`src/rtl/mld_7_4_serial_encoder.sv`:
```
// Serial systematic (7,4) cyclic encoder, g(x)=1+x+x^3, MSB first.
// Takes a 4-bit message over valid/ready and emits a 7-bit frame, with optional per-bit error injection.
module mld_7_4_serial_encoder #(
    parameter int INJECT_EN    = 1,
    parameter int BACK_TO_BACK = 1
) (
    input  logic       clk,
    input  logic       reset,
    input  logic       msg_valid,
    output logic       msg_ready,
    input  logic [3:0] msg_data,
    input  logic [6:0] err_mask,
    output logic       encoded_bit_stream,
    output logic       frame_valid,
    output logic       frame_done
);

    typedef enum logic {IDLE, SEND} state_t;

    state_t     state_q, state_d;
    logic [2:0] k_q, k_d;
    logic [3:0] msg_q, msg_d;
    logic [6:0] mask_q, mask_d;
    logic [2:0] lfsr_q, lfsr_d;
    logic       accept;
    logic       fb;
    logic       cw_bit;

    always_ff @(posedge clk) begin
        if (!reset) begin
            state_q <= IDLE;
            k_q     <= 3'd0;
            msg_q   <= 4'd0;
            mask_q  <= 7'd0;
            lfsr_q  <= 3'd0;
        end else begin
            state_q <= state_d;
            k_q     <= k_d;
            msg_q   <= msg_d;
            mask_q  <= mask_d;
            lfsr_q  <= lfsr_d;
        end
    end

    // Outputs derive from registered state only: no input-to-output paths.
    assign frame_valid        = (state_q == SEND);
    assign frame_done         = frame_valid && (k_q == 3'd6);
    assign msg_ready          = (state_q == IDLE) ||
                                (frame_done && (BACK_TO_BACK != 0));
    assign accept             = msg_valid && msg_ready;
    assign cw_bit             = (k_q < 3'd4) ? msg_q[3] : lfsr_q[2];
    assign encoded_bit_stream = frame_valid && (cw_bit ^ mask_q[6]);
    assign fb                 = msg_q[3] ^ lfsr_q[2];

    always_comb begin
        state_d = state_q;
        k_d     = k_q;
        msg_d   = msg_q;
        mask_d  = mask_q;
        lfsr_d  = lfsr_q;

        if (state_q == SEND) begin
            // Message and mask both shift left so bit [MSB] is always the current position.
            mask_d = {mask_q[5:0], 1'b0};
            if (k_q < 3'd4) begin
                msg_d  = {msg_q[2:0], 1'b0};
                lfsr_d = {lfsr_q[1], lfsr_q[0] ^ fb, fb};
            end else begin
                lfsr_d = {lfsr_q[1:0], 1'b0};
            end
            if (k_q == 3'd6) begin
                state_d = IDLE;
                k_d     = 3'd0;
            end else begin
                k_d = k_q + 3'd1;
            end
        end

        if (accept) begin
            state_d = SEND;
            k_d     = 3'd0;
            msg_d   = msg_data;
            mask_d  = (INJECT_EN != 0) ? err_mask : 7'd0;
            lfsr_d  = 3'd0;
        end
    end

endmodule

```
`config.mk`:
```
export PLATFORM = sky130hd
export DESIGN_NAME = mld_7_4_serial_encoder
export DESIGN_NICKNAME = d
export VERILOG_FILES = /design/src/rtl/mld_7_4_serial_encoder.sv
export SDC_FILE = /design/constraint.sdc
export NUM_CORES = 1
export LEC_CHECK = 0
export CAP_MARGIN = 20
export CORE_UTILIZATION = 47
export DETAILED_ROUTE_END_ITERATION = 10
export PLACE_DENSITY = 0.73
export SYNTH_ARGS = -nofsm -noshare
export SYNTH_HDL_FRONTEND = slang
export SYNTH_SLANG_ARGS = --single-unit
```
`constraint.sdc`:
```
create_clock -name clk -period 1.25 [get_ports clk]
set_input_delay 0.3125 -clock clk [delete_from_list [all_inputs] [get_ports clk]]
set_output_delay 0.3125 -clock clk [all_outputs]
set_load 0.005 [all_outputs]
```
==> impl_metrics.ini <==
[outcome]
violations = negative setup slack
outcome = finished, violations left

[floorplan]
die-area_mm2 = 0.00232
num_rows = 16
die_w_um = 48.2
core_mm2 = 0.00198
initial_utilization_pct = 50.6
die_h_um = 48.2
io_pins = 18

[sta]
fmaxAchievable_mhz = 669
timing.final.hold_violations = 0
min_period_ps = 1500
fin_crit_sh_pct = 120
final-setup-viol-count = 17
worstMarginPinSlew_ps = 265
timing.hold.ws_ps = 464
fin_ws_ps = -246
clock_skew_ps = 4.14
rsz0062_at_grt = true
max_slew_margin_pct = 82.3
slew_viol_final = 0

[routing]
route.met3.wl_um = 86
vias_per_cell = 5.40
routedWlPerCell_um = 12.8
dr_wl_met2_um = 1150
maxUsedRoutingLayer = met4
ant_nets = 0
drt_iter0_drc = 18
drt_wl_total_um = 2360
wl_met1_um = 1100
vias = 993
drc_errors = 0
drtPass1Iterations = 4

[cts]
clkLatencyLatePin_ps = 290
cts.sinks = 18
h-tree-depth = 1
cts_tree = done
clockBufferDepth = 2
cts-buffers-inserted = 3
clk_pin_slew_ps = 100
root_buffer = clkbuf_4

[finish]
antenna_cells = 0
finish.utilization_pct = 72.0
areaGrowthSynthToFinish_pct = 42.1
finalNetCount = 173
drive_above_1_share_pct = 33.8
stdcell_area_mm2 = 0.00143
fin_cells = 184
fill_cells = 145

[yosys]
netlist_instances = 121
syn_nets = 135
synth_top_area_share_pct = 35.9
yosysTopAreaCell = dfxtp_1
yosys_register_bits = 18
synth-async-reset-ratio_pct = 0
yosys_warnings = 0
synth-seq-area-share_pct = 35.9
synth.area.top_cells = dfxtp_1 36%, o21ai_0 12%, mux2i_1 7.0%
postSynthAreaPerCell_um2 = 8.29
post_synth_num_cell_types = 34
syn-cell-area_mm2 = 0.00100
synth_flop_cell = dfxtp_1
synth_edf_count = 0

[global_routing]
antenna_found_initial = 0
grt_pass1_vias = 858
grt_pass1_wl_um = 3660
gr-usage-all-layers_pct = 23.0
grt_max_degree = 23
grt_remaining_overflow = 0

[power]
power_density_mw_per_mm2 = 860
ir_worst_vdd_mv = 0.750
p_leak_nw = 0.556
finalPower_w = 0.00123

[placement]
dp_cells = 175
routabilityCongestion = 0.805
port_buffers = 17
hpwl_um = 1690
place_area_mm2 = 0.00130

[setup_path]
worstSetupPathType = flip-flop to output port
critPathMaxFanout = 2
crit_path_start_kind = flip-flop
timing.critical_path.to_type = output port
critPathArrivalTime_ps = 1180
required_ps = 940

[flow_run]
drv_cap = 0

[min_path]
min_path_type = flip-flop to flip-flop
## flip-flops by register name, summed over array words and instances, names as in the netlist
signal       count
frame_valid      1
k_q              3
lfsr_q           3
mask_q           7
msg_q            4
## synthesized netlist by cell type (3+ instances only)
cell type / instances
mux2i_1: 7
a21oi_1: 7
o21ai_0: 24
dfxtp_1: 18
buf_4: 4
nor2b_1: 3
o2bb2ai_1: 3
nand2_1: 10
nor2_1: 13
## metrics by stage
stage          setup WS (ps)  TNS, ps
5_1_grt                 -336    -2450
3_3_place_gp            -375    -6400
6_report                -246    -1520
4_1_cts                 -262    -1350
2_1_floorplan           68.7        0
3_5_place_dp            -471    -7180
## where the power goes
part           internal [W]  switching [W]  total, W
clock              0.000112       0.000179  0.000291
combinational      0.000161       0.000145  0.000305
sequential         0.000608      0.0000222  0.000631
## worst paths after layout
check	slack (ps)	startpoint	end	depth (start not counted)
hold reg to reg	460	msg_q[0]$_SDFFE_PN0P_	msg_q[1]$_SDFFE_PN0P_	2
setup reg to reg	-130	k_q[2]$_SDFFE_PP0P_	lfsr_q[1]$_SDFFE_PP0P_	7
hold / removal	460	msg_q[0]$_SDFFE_PN0P_	msg_q[1]$_SDFFE_PN0P_	2
setup / recovery	-250	k_q[2]$_SDFFE_PP0P_	encoded_bit_stream	4
## layer usage
metal | track usage (%) | vias up
met2 | 36.5 | 27
met4 | 11.7 | 0
met3 | 4.44 | 3
met1 | 29.4 | 459
li1 | - | 504
met5 | 0 | -
## worst max-delay path, cell delays in order (launching register included)
cell     delay, ps
dfxtp_2        350
mux2i_1        210
xor2_1         150
nor2_1          50
buf_2          120
## kinds of logic after synthesis
| kind of cell | Yosys count | share of synthesized area (%) |
|---|---|---|
| mux | 8 | 8.10 |
| xor+xnor | 3 | 2.62 |
| simple gates | 37 | 19.5 |
| compound gates | 44 | 28.1 |
| flops | 18 | 35.9 |
| buf+inv | 11 | 5.86 |
## cell usage in the layout, fill, tap and decap left out, drive strengths merged, types with 2 or more instances in the layout
master	synthesis	layout
nor2b	3	3
nor2	14	14
o2bb2ai	3	3
o221ai	2	2
buf	6	27
a21oi	8	8
mux2i	7	7
o21ai	27	27
nand2	11	11
clkbuf	1	3
nor3	2	2
dfxtp	18	18
xnor2	2	2
inv	4	4
clkdlybuf4s50	0	12
## cell type report
type,count,area (µm²),area share (%)
flip-flops and latches,18,363,25.4
repair buffers,40,357,25.0
well taps,27,33.8,2.37
inverters,4,17.5,1.23
clock buffers,3,22.5,1.58
multi-input cells,92,633,44.4
## repair_timing
action,4_1_cts,5_1_grt
gates resized for setup,37,12
setup buffers,5,2
endpoints found under the setup margin,18,19
hold buffers,0,0
pin swaps,9,10
No activity file was read; power rests on OpenSTA's default activity.
